`src/rtl/dmem_arbiter.sv`:
```
// Two-port data-memory arbiter: serialises CPU and external accesses onto one memory port.
// Define DMEM_ARB_CPU_PRIORITY_EN for fixed CPU priority instead of round-robin.
module dmem_arbiter #(
  parameter int unsigned DATA_W  = 32,
  parameter int unsigned ADDR_W  = 32,
  parameter int unsigned MEM_LAT = 2
) (
  input  logic              clk_i,
  input  logic              rst_i,
  input  logic              cpu_req_i,
  input  logic              cpu_we_i,
  input  logic [ADDR_W-1:0] cpu_addr_i,
  input  logic [DATA_W-1:0] cpu_wdata_i,
  output logic [DATA_W-1:0] cpu_rdata_o,
  output logic              cpu_ack_o,
  output logic              cpu_stall_o,
  input  logic              ext_req_i,
  input  logic              ext_we_i,
  input  logic [ADDR_W-1:0] ext_addr_i,
  input  logic [DATA_W-1:0] ext_wdata_i,
  output logic [DATA_W-1:0] ext_rdata_o,
  output logic              ext_ack_o,
  output logic              mem_en_o,
  output logic              mem_we_o,
  output logic [ADDR_W-1:0] mem_addr_o,
  output logic [DATA_W-1:0] mem_wdata_o,
  input  logic [DATA_W-1:0] mem_rdata_i
);

  localparam logic [3:0] CntInit = 4'(MEM_LAT - 1);

  typedef enum logic [1:0] {StIdle, StBusy, StAck} state_e;

  state_e            state_q, state_d;
  logic              gnt_ext_q, gnt_ext_d;
  logic              we_q, we_d;
  logic [ADDR_W-1:0] addr_q, addr_d;
  logic [DATA_W-1:0] wdata_q, wdata_d;
  logic [DATA_W-1:0] rdata_q, rdata_d;
  logic [3:0]        cnt_q, cnt_d;
  logic              pick_ext;
  logic              busy;

`ifdef DMEM_ARB_CPU_PRIORITY_EN
  assign pick_ext = ext_req_i & ~cpu_req_i;
`else
  // last_ext_q resets to 1 so the CPU wins the first tie.
  logic last_ext_q, last_ext_d;
  assign pick_ext = ext_req_i & (~cpu_req_i | ~last_ext_q);
`endif

  always_comb begin
    state_d   = state_q;
    gnt_ext_d = gnt_ext_q;
    we_d      = we_q;
    addr_d    = addr_q;
    wdata_d   = wdata_q;
    rdata_d   = rdata_q;
    cnt_d     = cnt_q;
`ifndef DMEM_ARB_CPU_PRIORITY_EN
    last_ext_d = last_ext_q;
`endif
    unique case (state_q)
      StIdle: begin
        if (cpu_req_i || ext_req_i) begin
          state_d   = StBusy;
          gnt_ext_d = pick_ext;
          we_d      = pick_ext ? ext_we_i    : cpu_we_i;
          addr_d    = pick_ext ? ext_addr_i  : cpu_addr_i;
          wdata_d   = pick_ext ? ext_wdata_i : cpu_wdata_i;
          cnt_d     = CntInit;
        end
      end
      StBusy: begin
        if (cnt_q == 4'd0) begin
          state_d = StAck;
          if (!we_q) rdata_d = mem_rdata_i;
`ifndef DMEM_ARB_CPU_PRIORITY_EN
          last_ext_d = gnt_ext_q;
`endif
        end else begin
          cnt_d = cnt_q - 4'd1;
        end
      end
      StAck:   state_d = StIdle;
      default: state_d = StIdle;
    endcase
  end

  always_ff @(posedge clk_i or negedge rst_i) begin
    if (!rst_i) begin
      state_q   <= StIdle;
      gnt_ext_q <= 1'b0;
      we_q      <= 1'b0;
      addr_q    <= '0;
      wdata_q   <= '0;
      rdata_q   <= '0;
      cnt_q     <= 4'd0;
`ifndef DMEM_ARB_CPU_PRIORITY_EN
      last_ext_q <= 1'b1;
`endif
    end else begin
      state_q   <= state_d;
      gnt_ext_q <= gnt_ext_d;
      we_q      <= we_d;
      addr_q    <= addr_d;
      wdata_q   <= wdata_d;
      rdata_q   <= rdata_d;
      cnt_q     <= cnt_d;
`ifndef DMEM_ARB_CPU_PRIORITY_EN
      last_ext_q <= last_ext_d;
`endif
    end
  end

  assign busy        = (state_q == StBusy);
  assign mem_en_o    = busy;
  assign mem_we_o    = busy & we_q;
  assign mem_addr_o  = busy ? addr_q  : '0;
  assign mem_wdata_o = busy ? wdata_q : '0;

  assign cpu_ack_o   = (state_q == StAck) & ~gnt_ext_q;
  assign ext_ack_o   = (state_q == StAck) & gnt_ext_q;
  assign cpu_stall_o = cpu_req_i & ~cpu_ack_o;
  assign cpu_rdata_o = rdata_q;
  assign ext_rdata_o = rdata_q;

endmodule

```
`config.mk`:
```
export PLATFORM = sky130hd
export DESIGN_NAME = dmem_arbiter
export DESIGN_NICKNAME = d
export VERILOG_FILES = /design/src/rtl/dmem_arbiter.sv
export SDC_FILE = /design/constraint.sdc
export NUM_CORES = 1
export LEC_CHECK = 0
export CAP_MARGIN = 20
export CORE_MARGIN = 2
export CORE_UTILIZATION = 40
export DETAILED_ROUTE_END_ITERATION = 10
export PLACE_DENSITY_LB_ADDON = 0.15
export SLEW_MARGIN = 20
export SYNTH_ARGS = -nofsm -noshare
export SYNTH_HDL_FRONTEND = slang
export SYNTH_SLANG_ARGS = --single-unit
```
`constraint.sdc`:
```
create_clock -name clk_i -period 2.6 [get_ports clk_i]
set_input_delay 0.52 -clock clk_i [delete_from_list [all_inputs] [get_ports clk_i]]
set_output_delay 0.52 -clock clk_i [all_outputs]
set_load 0.03 [all_outputs]
```
==> results.tsv <==
metric	value	unit
outcome	completed	
grt-ovfl-total	0	
crit_path_max_fanout	6	
final_cell_count_no_fill	939	
portBuffers	298	
synthesis.nets	681	
clock-sinks	105	
fin_crit_sh	92.1	%
max_freq	418	MHz
numCtsBuffers	9	
syn_inst	513	
core	0.0134	mm²
antenna_found_initial	0	
cts_tree	built	
cellPowerDensity	1470	mW/mm²
end_kind	primary output	
drive_above_1_share	18.3	%
clk_latency	0.34	ns
antenna_left	0	
ir_drop	0.696	mV
required	2.08	ns
grt_max_degree	69	
synthMuxAreaShare	9.16	%
wl_per_cell	18.1	µm
netlist_area	0.00553	mm²
slew_headroom	62.8	%
dr.pass1.iters	4	
setup_violations	0	
cts_resized	0	
die_x	122	µm
final_common_cell	clkdlybuf4s50_1	
hold_path_class	primary input to async pin	
hold_viol	0	
synth-adder-area-share	0.452	%
vias	4982	
maxCapViolations	0	
clockBufferDepth	2	
final_core_util	64.4	%
leakage	3.73	nW
drcViolationCount	0	
die-area	0.0148	mm²
finalClockSkew	0.00722	ns
track_usage	23.2	%
rsz0062_at_grt	false	
first_global_vias	5200	
synth_top_family_by_area	compound AO/OA/AOI/OAI gates	
fill_cells	1082	
dp_slack	0.281	ns
place_hpwl	12000	µm
yosysUniqueCellTypes	34	
gp_congestion	0.824	
cp_data_arrival_time	1.87	ns
vias_per_cell	5.31	
crit_type	register to primary output	
startpoint_type	register	
yosysSeqAreaShare	47.5	%
fin_ws	0.206	ns
cts_setup_buffers	0	
layout_common_cells	231 x clkdlybuf4s50_1, 104 x dfrtp_1, 75 x buf_4	
pin_count	299	
initial_utilization	41.3	%
ys_ff_latch	105	
tightest_slew	0.558	ns
slew_violations	0	
yosys.area_share.simple	13.8	%
synthXorXnorAreaFrac	0	%
die_h	122	µm
period_needed	2.39	ns
dp.cells	923	
nNetsFinal	926	
syn_area_per_cell	10.8	µm²
antennaDiodeCount	0	
first_iter_violations	282	
setup_tns	0	ns
synth-compound-area-share	20.2	%
cts_hold_buffers	0	
rows	42	
cts-root-buf	clkbuf_16	
grt_pass1_wl	26900	µm
synthToLayoutAreaGrowth	55.9	%
cts_max_level	3	
drt-total-wl	17000	µm
synth_warnings	0	
path_clk_slew	0.07	ns
area by class of cell:
class	instances	area [µm²]	share of cell area (%)
Inverter	4	15.0	0.174
Clock buffer	14	274	3.18
Timing Repair Buffer	313	3020	34.9
Sequential cell	105	2630	30.5
Multi-Input combinational cell	325	2440	28.3
Tap cell	176	220	2.55
Clock inverter	2	35.0	0.406
worst paths after layout:
path | endpoint | startpoint | cells after the start | slack, ns
setup / recovery | cpu_ack_o | state_q[0]$_DFFE_PN0P_ | 2 | 0.21
hold / removal | addr_q[10]$_DFFE_PN0P_ | rst_i | 1 | 0.13
setup reg to reg | cpu_rdata_o[19]$_DFFE_PN0P_ | cnt_q[0]$_DFFE_PN0P_ | 6 | 0.29
hold reg to reg | wdata_q[29]$_DFFE_PN0P_ | wdata_q[29]$_DFFE_PN0P_ | 1 | 0.53
max in group asynchronous | last_ext_q$_DFFE_PN1P_ | rst_i | 2 | 1.69
min in group clk_i | wdata_q[29]$_DFFE_PN0P_ | wdata_q[29]$_DFFE_PN0P_ | 1 | 0.53
power by group:
group / switching [mW] / internal [mW]
clock network: 0.569 / 0.825
registers: 0.538 / 2.48
logic: 4.56 / 3.70
total: 5.67 / 7.01
synthesized netlist by cell type, drive strengths merged:
master   number  area [µm²]
a21boi        1        7.51
nor2          4        15.0
and3b         1        8.76
dfstp         1        26.3
nand2        67         251
o221ai        1        8.76
a2bb2oi      65         569
clkbuf       37         139
o21ai         3        15.0
nor3b         2        15.0
nor2b         2        12.5
or3b          1        11.3
o211ai        1        7.51
o22ai         1        6.26
or4           1        8.76
nand2b        1        6.26
and2         65         407
a211oi       65         488
ha            2        25.0
a21oi         1        5.00
nand3         1        5.00
a21bo         1        10.0
or3           1        6.26
inv           4        15.0
or2           1        6.26
dfrtp       104        2600
buf          42         339
mux2         35         507
nor3          2        10.0
through the flow:
| stage | area [µm²] | power [mW] | hold WS, ns |
|---|---|---|---|
| 6_report | 8630 | 12.7 | 0.131 |
| 2_1_floorplan | 5530 | 8.49 | 0.224 |
| 4_1_cts | 8630 | 12.8 | 0.150 |
| 3_5_place_dp | 8320 | 11.3 | 0.514 |
| 5_1_grt | 8630 | 13.4 | 0.160 |
| 3_3_place_gp | 8320 | 11.2 | 0.511 |
worst max-delay path: stages (launching register included):
cell and delay, ns:
dfrtp_1 0.43, nor3b_1 0.37, clkdlybuf4s50_1 0.74
kinds of logic (layout without fill, tap and decap cells):
| logic type | Yosys count | count (layout) |
|---|---|---|
| multiplexers | 35 | 35 |
| flip-flops | 105 | 105 |
| adder cells (fa/ha/maj) | 2 | 2 |
| buffers and inverters | 83 | 333 |
| AO/OA/AOI/OAI | 139 | 139 |
| AND/OR/NAND/NOR | 149 | 149 |
sequential cells by signal, indices dropped and copies added, names as in the netlist:
| register | count |
|---|---|
| gnt_ext_q | 1 |
| we_q | 1 |
| state_q | 2 |
| addr_q | 32 |
| last_ext_q | 1 |
| cpu_rdata_o | 32 |
| wdata_q | 32 |
| cnt_q | 4 |
routing by layer:
| metal | vias up | track usage, % | share of wire, % |
|---|---|---|---|
| li1 | 2280 | - | - |
| met4 | 0 | 8.26 | 2.1 |
| met1 | 2467 | 26.3 | 39 |
| met5 | - | 0 | 0 |
| met3 | 24 | 5.43 | 7.1 |
| met2 | 211 | 42.6 | 52 |
(Power assumes the default switching activity.)
